===== src/rtl/bg_cal_seq.sv =====
`default_nettype none
// ============================================================================
// bg_cal_seq : bandgap trim calibration sequencer (settle, convert, capture, hold)
// Rev 1.0
// ============================================================================
module bg_cal_seq #(
  parameter int unsigned SETTLE_CYC  = 16,
  parameter int unsigned TIMEOUT_CYC = 1023,
  parameter int unsigned PERIOD_CYC  = 4096,
  parameter int unsigned DRIFT_TOL   = 2
) (
  input  logic       clk,
  input  logic       reset,
  input  logic       en,
  input  logic       recal_req,
  input  logic       err_clr,
  input  logic       bg_valid,
  input  logic [7:0] bg_coarse,
  input  logic [7:0] bg_fine,
  output logic       bg_pwrup,
  output logic [7:0] trim_coarse,
  output logic [7:0] trim_fine,
  output logic       trim_valid,
  output logic       busy,
  output logic       drift_flag,
  output logic       timeout_err,
  output logic [2:0] state
);

  typedef enum logic [2:0] {
    IDLE    = 3'd0,
    SETTLE  = 3'd1,
    CONVERT = 3'd2,
    CAPTURE = 3'd3,
    HOLD    = 3'd4,
    FAULT   = 3'd5
  } state_t;

  localparam logic [15:0] SETTLE_LAST  = 16'(SETTLE_CYC - 1);
  localparam logic [15:0] TIMEOUT_LAST = 16'(TIMEOUT_CYC - 1);
  localparam logic [15:0] PERIOD_LAST  = 16'(PERIOD_CYC - 1);
  localparam logic [15:0] DRIFT_LIM    = 16'(DRIFT_TOL);

  state_t      state_q, state_d;
  logic [15:0] cnt_q, cnt_d;
  logic        vld_prev_q;
  logic [7:0]  trim_coarse_q, trim_coarse_d;
  logic [7:0]  trim_fine_q, trim_fine_d;
  logic        trim_valid_q, trim_valid_d;
  logic        drift_q, drift_d;
  logic        terr_q, terr_d;

  logic [15:0] cnt_inc;
  logic [15:0] new_code, old_code, code_diff;
  logic        vld_edge;

  always_comb begin
    state_d       = state_q;
    cnt_d         = cnt_q;
    trim_coarse_d = trim_coarse_q;
    trim_fine_d   = trim_fine_q;
    trim_valid_d  = trim_valid_q;
    drift_d       = drift_q;

    cnt_inc   = (cnt_q == 16'hFFFF) ? cnt_q : cnt_q + 16'd1;
    new_code  = {bg_coarse, bg_fine};
    old_code  = {trim_coarse_q, trim_fine_q};
    code_diff = (new_code >= old_code) ? (new_code - old_code) : (old_code - new_code);
    // Edge reference is sampled every cycle, so a level already high on CONVERT entry is ignored
    vld_edge  = bg_valid & ~vld_prev_q;

    terr_d = (state_q == FAULT) ? 1'b1 : (err_clr ? 1'b0 : terr_q);

    case (state_q)
      IDLE: begin
        if (en) begin
          state_d = SETTLE;
          cnt_d   = 16'd0;
        end
      end
      SETTLE: begin
        if (cnt_q >= SETTLE_LAST) begin
          state_d = CONVERT;
          cnt_d   = 16'd0;
        end else begin
          cnt_d = cnt_inc;
        end
      end
      CONVERT: begin
        if (vld_edge) begin
          state_d       = CAPTURE;
          trim_coarse_d = bg_coarse;
          trim_fine_d   = bg_fine;
          trim_valid_d  = 1'b1;
          drift_d       = trim_valid_q && (code_diff > DRIFT_LIM);
        end else if (cnt_q >= TIMEOUT_LAST) begin
          state_d = FAULT;
          cnt_d   = 16'd0;
        end else begin
          cnt_d = cnt_inc;
        end
      end
      CAPTURE: begin
        state_d = HOLD;
        cnt_d   = 16'd0;
      end
      HOLD: begin
        if (recal_req || (cnt_q >= PERIOD_LAST)) begin
          state_d = SETTLE;
          cnt_d   = 16'd0;
        end else begin
          cnt_d = cnt_inc;
        end
      end
      FAULT: begin
        state_d = HOLD;
        cnt_d   = 16'd0;
      end
      default: begin
        state_d = IDLE;
        cnt_d   = 16'd0;
      end
    endcase

    // Disable overrides everything, including a capture landing in the same cycle
    if (!en) begin
      state_d       = IDLE;
      cnt_d         = 16'd0;
      trim_coarse_d = trim_coarse_q;
      trim_fine_d   = trim_fine_q;
      trim_valid_d  = 1'b0;
      drift_d       = 1'b0;
    end
  end

  always_ff @(posedge clk or posedge reset) begin
    if (reset) begin
      state_q       <= IDLE;
      cnt_q         <= 16'd0;
      vld_prev_q    <= 1'b0;
      trim_coarse_q <= 8'h80;
      trim_fine_q   <= 8'h00;
      trim_valid_q  <= 1'b0;
      drift_q       <= 1'b0;
      terr_q        <= 1'b0;
    end else begin
      state_q       <= state_d;
      cnt_q         <= cnt_d;
      vld_prev_q    <= bg_valid;
      trim_coarse_q <= trim_coarse_d;
      trim_fine_q   <= trim_fine_d;
      trim_valid_q  <= trim_valid_d;
      drift_q       <= drift_d;
      terr_q        <= terr_d;
    end
  end

  assign bg_pwrup    = (state_q == SETTLE) || (state_q == CONVERT);
  assign busy        = (state_q == SETTLE) || (state_q == CONVERT) || (state_q == CAPTURE);
  assign trim_coarse = trim_coarse_q;
  assign trim_fine   = trim_fine_q;
  assign trim_valid  = trim_valid_q;
  assign drift_flag  = drift_q;
  assign timeout_err = terr_q;
  assign state       = state_q;

endmodule
`default_nettype wire

===== config.mk =====
export PLATFORM = sky130hd
export DESIGN_NAME = bg_cal_seq
export DESIGN_NICKNAME = d
export VERILOG_FILES = /design/src/rtl/bg_cal_seq.sv
export SDC_FILE = /design/constraint.sdc
export NUM_CORES = 1
export LEC_CHECK = 0
export CAP_MARGIN = 30
export CELL_PAD_IN_SITES_DETAIL_PLACEMENT = 1
export CELL_PAD_IN_SITES_GLOBAL_PLACEMENT = 1
export CORE_MARGIN = 1.5
export CORE_UTILIZATION = 40
export DETAILED_ROUTE_END_ITERATION = 6
export PLACE_DENSITY = 0.8
export RECOVER_POWER = 50
export SLEW_MARGIN = 10
export SYNTH_ARGS = -nofsm -noshare
export SYNTH_HDL_FRONTEND = slang
export SYNTH_SLANG_ARGS = --single-unit

===== constraint.sdc =====
create_clock -name clk -period 3.5 [get_ports clk]
set_clock_uncertainty 0.05 [all_clocks]
set_input_delay 1.05 -clock clk [delete_from_list [all_inputs] [get_ports clk]]
set_output_delay 1.05 -clock clk [all_outputs]
set_load 0.05 [all_outputs]

==> results by group <==
Critical path
  • Crit Path Class: in2reg
  • R2r worst-path depth: 14
  • R2R Path End: drift_flag$_DFFE_PP0P_
  • CP startpoint: bg_fine[0]
  • Startpoint types: input pin
  • Highest net fanout along the worst path: 5
  • Crit path capture type: flip-flop
  • Worst reg2reg startpoint: trim_fine[0]$_DFFE_PP0P_
  • Setup crit end: drift_flag$_DFFE_PP0P_
  • Arrival @ worst endpoint: 3.61 ns
  • Worst path required time: around 3.6 ns
  • Reg2Reg Setup Slack: 0.45 ns

STA
  • Worst hold-check slack: 0.465 ns
  • Post-route setup TNS: 0 ns
  • Max Slew Vio Count: 0
  • Final Cycle Share: ~100%
  • Final setup violation count: 0
  • Endpoints failing hold: 0
  • Period minus WS final: 3.48 ns
  • Slew headroom: 27.1%
  • Least-Margin Pin Slew: about 1.1 ns
  • Achievable Freq: 0.287 GHz

Synth
  • Post-Syn Instances: 444
  • Syn nets: approximately 500
  • Sequential-to-total area share from yosys stat: 27.5%
  • Main flop type after synthesis: dfrtp_1
  • Synth area leaders: dfrtp_1, ha_1, o21ai_0, a21oi_1, inv_1
  • Synth area leader: dfrtp_1
  • Synth Register Bits: 39
  • Post-synth EDFFs: 0
  • Synth top area share: 26.8%
  • Post-Synthesis Cell Area: 3550 µm²
  • Count leader, synth: inv_1
  • Netlist cell types: 63
  • Synthesized area per cell: about 8 µm²
  • YS warnings: 0
  • Fraction of registers with async set/reset: 100%
  • Synth cell count leaders: inv_1, o21ai_0, dfrtp_1

Global routing
  • Global-route wire length before repair: 22.3 mm
  • Total track usage: 29.0%
  • Largest net degree at the start of global routing: between 40 and 50
  • Initial antenna violation count: 0
  • Vias in the first global route: 4359
  • Grt ovf: 0

Clock network
  • CTS H-tree depth: 2
  • # clock sinks: 39
  • Clk slew on worst S/H paths: 0.10 ns
  • Clock root buffer: clkbuf_8
  • CTS tree: built
  • # hold bufs at CTS: 0
  • Clock Latency Late Sink: 0.30 ns
  • CTS max path bufs: 2
  • Num CTS Buffers: 5

Power and ir drop
  • Pleak: 2.38 nW
  • Power Density: 956 nW/µm²
  • Max VDD drop: 0.556 mV

Final layout
  • Utilization after layout: 59.8%
  • N_diodes: 0
  • Layout cells sized above 1: slightly below 30%
  • Area Growth Syn to Fin: 46.1%
  • Final net count: around 620
  • Post-route cell area: 5190 µm²

Route
  • Post-Route WL: roughly 15 mm
  • 1st-iter DRT viols: approximately 210
  • Total number of vias: 4048
  • Final ANT Viol Nets: 0
  • Vias/cell: 6.00
  • 1st-pass router iterations: 4
  • Per-cell routed wire length: 22.7 µm
  • Remaining DRCs: 0

Outcome
  • Status: complete, no violations

Place
  • GP Congestion: 0.993
  • Port bufs: 45
  • Hpwl dp: 9.17 mm
  • Placed inst area: 4610 µm²

Die
  • Die Wd: 97.2 µm
  • # rows: 34
  • Core footprint: roughly 8700 µm²
  • Boundary pin count: 46
  • Chip height: 97.2 µm
  • DIE AREA: 9450 µm²
  • Starting Density: 40.9%

Hold path
  • HP Class: reg2reg
  • Hold_sp: cnt_q[11]$_DFFE_PP0N_

Flow run
  • Max Cap Viol: 0
[critical path, cell delays in order]
cell      delay (ns)
buf_4           0.14
inv_4           0.06
ha_4            0.14
inv_2           0.04
fa_2            0.37
a21oi_4         0.14
o221ai_2        0.11
buf_4           0.14
buf_4           0.15
a21oi_2         0.17
nor2_1          0.10
a221oi_2        0.32
mux2i_1         0.18
a21oi_2         0.17
xor2_1          0.19
a41oi_2         0.13
[cells by family after synthesis]
kind of cell	count (synthesis)	share of synthesized area (%)
adder cells (fa/ha/maj)	35	12.8
XOR/XNOR	14	3.45
flip-flops	39	27.5
AO/OA/AOI/OAI	140	25.5
buffers and inverters	65	7.82
multiplexers	5	1.51
AND/OR/NAND/NOR	146	21.5
[sequential cells by signal (all words and copies together), names as in the netlist]
name / cells
trim_valid: 1
trim_fine: 8
vld_prev_q: 1
timeout_err: 1
state: 3
trim_coarse: 8
cnt_q: 16
drift_flag: 1
[cell type report]
class                      count  area [µm²]
fill                        1025        3490
multi-input combinational    340        2630
timing repair buffer         137        1170
sequential                    39         977
inverter                      43         164
tap                          108         135
clock buffer                   6        72.6
clock inverter                 2        37.5
[metal layers]
metal  global-route usage [%]  vias up  share of wire (%)
li1                         -     1816                  -
met1                     34.7     2030                 40
met2                     52.2      147                 51
met3                     4.53       55                4.9
met4                     11.0        0                4.0
met5                        0        -                  0
[where the power goes]
group	switching [W]	internal (W)
registers	0.000164	0.000564
clock network	0.000186	0.000213
logic	0.00220	0.00164
[what timing repair did]
action	4_1_cts	5_1_grt
setup endpoints to repair	1	1
resized for setup	56	41
pin swaps	24	27
setup buffers	8	7
[layout by cell type (no fill, tap or decap), types with 7 or more instances in the layout]
cell,n
xor2_1,7
nand4_1,10
dlymetal6s2s_1,8
o21a_1,9
ha_1,18
a21oi_2,12
nor2b_1,8
dfrtp_1,38
buf_4,85
o21ai_1,9
nand2_1,35
ha_4,12
a21oi_1,23
inv_2,7
nor2_1,31
xnor2_1,7
inv_1,35
clkdlybuf4s50_1,26
o21ai_0,35
nand2b_1,9
[stage by stage]
step                setup slack, ns  std cells  total power, W
global route                -0.0793        675         0.00519
floorplan                    0.0655        444         0.00259
finish                       0.0170        675         0.00496
CTS                          0.0303        669         0.00446
detailed placement           -0.695        654         0.00375
global placement             -0.526        654         0.00363
[how the worst min path moves through the flow]
stage / end / slack (ns) / cells past startpoint
after CTS: cnt_q[11]$_DFFE_PP0N_ / 0.46 / 1
after global placement: cnt_q[9]$_DFFE_PP0N_ / 0.44 / 1
final: cnt_q[11]$_DFFE_PP0N_ / 0.46 / 1
after global routing: cnt_q[11]$_DFFE_PP0N_ / 0.50 / 1
after floorplan: cnt_q[11]$_DFFE_PP0N_ / 0.41 / 1
after detailed placement: cnt_q[11]$_DFFE_PP0N_ / 0.45 / 1
No activity file was read; power rests on OpenSTA's default activity.
==> variant: new RTL, same settings <==
Register the inputs `en`, `recal_req`, `err_clr`, `bg_valid`, `bg_coarse` and `bg_fine` before use, without a reset. The logic sees them one clock later.
--- a/src/rtl/bg_cal_seq.sv
+++ b/src/rtl/bg_cal_seq.sv
@@ -43,2 +43,18 @@
 
+  logic en_q;
+  logic recal_req_q;
+  logic err_clr_q;
+  logic bg_valid_q;
+  logic [7:0] bg_coarse_q;
+  logic [7:0] bg_fine_q;
+
+  always_ff @(posedge clk) begin
+    en_q        <= en;
+    recal_req_q <= recal_req;
+    err_clr_q   <= err_clr;
+    bg_valid_q  <= bg_valid;
+    bg_coarse_q <= bg_coarse;
+    bg_fine_q   <= bg_fine;
+  end
+
   state_t      state_q, state_d;
@@ -65,3 +81,3 @@
     cnt_inc   = (cnt_q == 16'hFFFF) ? cnt_q : cnt_q + 16'd1;
-    new_code  = {bg_coarse, bg_fine};
+    new_code  = {bg_coarse_q, bg_fine_q};
     old_code  = {trim_coarse_q, trim_fine_q};
@@ -69,5 +85,5 @@
     // Edge reference is sampled every cycle, so a level already high on CONVERT entry is ignored
-    vld_edge  = bg_valid & ~vld_prev_q;
+    vld_edge  = bg_valid_q & ~vld_prev_q;
 
-    terr_d = (state_q == FAULT) ? 1'b1 : (err_clr ? 1'b0 : terr_q);
+    terr_d = (state_q == FAULT) ? 1'b1 : (err_clr_q ? 1'b0 : terr_q);
 
@@ -75,3 +91,3 @@
       IDLE: begin
-        if (en) begin
+        if (en_q) begin
           state_d = SETTLE;
@@ -91,4 +107,4 @@
           state_d       = CAPTURE;
-          trim_coarse_d = bg_coarse;
-          trim_fine_d   = bg_fine;
+          trim_coarse_d = bg_coarse_q;
+          trim_fine_d   = bg_fine_q;
           trim_valid_d  = 1'b1;
@@ -107,3 +123,3 @@
       HOLD: begin
-        if (recal_req || (cnt_q >= PERIOD_LAST)) begin
+        if (recal_req_q || (cnt_q >= PERIOD_LAST)) begin
           state_d = SETTLE;
@@ -125,3 +141,3 @@
     // Disable overrides everything, including a capture landing in the same cycle
-    if (!en) begin
+    if (!en_q) begin
       state_d       = IDLE;
@@ -148,3 +164,3 @@
       cnt_q         <= cnt_d;
-      vld_prev_q    <= bg_valid;
+      vld_prev_q    <= bg_valid_q;
       trim_coarse_q <= trim_coarse_d;
Function: changed (Yosys sat finds a counterexample within 4 cycles, from zero or initial values and one cycle with reset high).
==> variant against the unedited design <==
  * Area after synthesis is 10% higher
  * Total power is 28% lower
  * Worst setup slack better by 0.27 ns
  * Via count is 13% lower
  * Die area is 10% higher
  * Cell count is 5.3% lower
  * Routed wire length is 28% lower
  * Sequential cell count is 20 higher
  * Sequential share of layout area is 11 points higher
  * Final area is 11% lower
  * Core utilization is 11 points lower
  * Count of clock-buffer cells in the layout is 4 higher
==> variant: results (changes against the unedited design) <==
- The number of inserted filler cells in the final layout came to 1177 (+15%).
* Overall fraction of global-route tracks in use: 22.92% (-6.1 points)
* Fin cells: 639 (-5.3%)
* Clock buffers created by TritonCTS: 9 (+4)
* Via count of the first global-routing pass: 3715 (-15%)
- Area after DPL: 4446 sq um (-3.7%)
- The static power due to leakage was 2.075 nW (-13%).
- The fraction of layout cells with a size suffix above 1 came to 7.843% (-22 points).
- Ranked by instance count, the synthesized netlist is headed by sky130_fd_sc_hd__nand2_1 (55), sky130_fd_sc_hd__inv_1 (45), sky130_fd_sc_hd__dfrtp_1 (38), sky130_fd_sc_hd__a21oi_1 (34), sky130_fd_sc_hd__ha_1 (33).
* Setup Fix Bufs, Post-CTS: 0 (-8)
* Worst voltage drop across the vdd grid: 0.0006222 V (+12%)
- The level count of the clock H-tree is 3 (+1).
- The delay of the slowest cell on the worst path was 0.82 ns (+0.45 ns).
* Wire length of the first global-routing pass: 18490 um (-17%)
- Run status: completed
* Depth of the worst hold-timing path: 0 (-1)
- The net total in the final layout is 562 (-9.8%).
- Avg Synthesized Cell Area: 8.430 sq um (+5.4%)
* Total of cells resized after clock tree synthesis: 0 (-100%)
- Insertion delay to the later sink of the worst-skew pair: 0.34 ns (+0.04 ns)
* Count of cell types in the netlist: 66 (+4.8%)
- Cell count after placement: 623 (-4.7%)
- Met3 wire len: 252 um (-66%)
* Routed metal-1 wirelength: 5034 um (-18%)
- Biggest area contributors in the synthesized netlist: sky130_fd_sc_hd__dfrtp_1 (24%), sky130_fd_sc_hd__ha_1 (11%), sky130_fd_sc_hd__dfxtp_1 (10%), sky130_fd_sc_hd__nand2_1 (5.3%), sky130_fd_sc_hd__a21oi_1 (4.3%)
- Max Fanout on Critical Path: 8 (+3)
* Reg clk slew, reported paths: 0.07 ns (-0.03 ns)
* Part of the Yosys area used for sequential elements: 35.14% (+7.6 points)
- The critical path data arrival time was 2.11 ns (-1.50 ns).
* Worst min-delay path class: flip-flop to flip-flop
* DR vias: 3513 (-13%)
- The logic depth of the worst register-to-register path was 11 (-3).
* Detailed placer's ending HPWL: 8451 um (-7.8%)
* Sum of met2 wire segment lengths after detailed routing: 5558 um (-29%)
- Post-detailed-routing wire length: 11060 um (-28%)
- Initial DRC Count: 135 (-35%)
- The async set-reset flop share out of synthesis came to 66.10% (-34 points).
- Pin count of the biggest net entering global routing: 40 (-4.8%)
* Post-synth net total: 522 (+4.2%)
- The worst slew margin relative to its limit came to 26.39% (-0.69 points).
-- variant: worst paths after layout --
check                                    startpoint  slack, ns                      to
max                            state[1]$_DFFE_PP0P_       0.29                bg_pwrup
min                              bg_valid_q$_DFF_P_       0.30    vld_prev_q$_DFF_PP0_
max reg2reg                trim_fine[5]$_DFFE_PP0P_       0.43  drift_flag$_DFFE_PP0P_
min reg2reg                      bg_valid_q$_DFF_P_       0.30    vld_prev_q$_DFF_PP0_
max in group asynchronous                     reset       1.27   cnt_q[11]$_DFFE_PP0N_
min in group asynchronous                     reset       1.45    cnt_q[0]$_DFFE_PP0N_
-- variant: cell families (layout without fill, tap and decap cells) --
family	count (synthesis)	after routing	synth area share, %
simple gates	154	154	19.37
buf+inv	64	109	7.086
compound gates	131	131	21.67
mux	3	3	0.9255
flops	59	59	35.14
fa+ha+maj	35	35	11.55
xor+xnor	19	19	4.245
-- variant: per-stage QoR --
step | setup slack, ns | util [%]
finish | 0.2894 | 49.19
global route | 0.2377 | 49.19
CTS | 0.2739 | 49.25
detailed placement | 0.4684 | 47.44
global placement | 0.5929 | 47.44
floorplan | 0.3690 | -
-- variant: power by group --
| group | internal [mW] | leakage [nW] | total [mW] | switching (mW) |
|---|---|---|---|---|
| clock network | 0.257 | 0.0822 | 0.555 | 0.298 |
| registers | 0.781 | 0.691 | 0.898 | 0.117 |
| logic | 0.727 | 1.30 | 2.10 | 1.37 |
-- variant: area by class of cell --
class	count	share of cell area [%]
Multi-Input combinational cell	342	49.13
Sequential cell	59	29.89
Timing Repair Buffer	48	10.12
Inverter	45	3.664
Tap cell	129	3.502
Clock buffer	10	2.769
Clock inverter	6	0.9229
-- variant: layer usage --
metal	global-route usage [%]	vias to the layer above
met4	8.430	0
met5	0	-
met1	29.66	1737
met2	39.68	62
met3	2.326	18
li1	-	1696
-- variant: critical path: cells and delay by family (launching register included) --
kind | cells | cell delay, ns
AND/OR/NAND/NOR | 1 | 0.29
buffers and inverters | 1 | 0.82
AO/OA/AOI/OAI | 1 | 0.20
flip-flops | 1 | 0.47
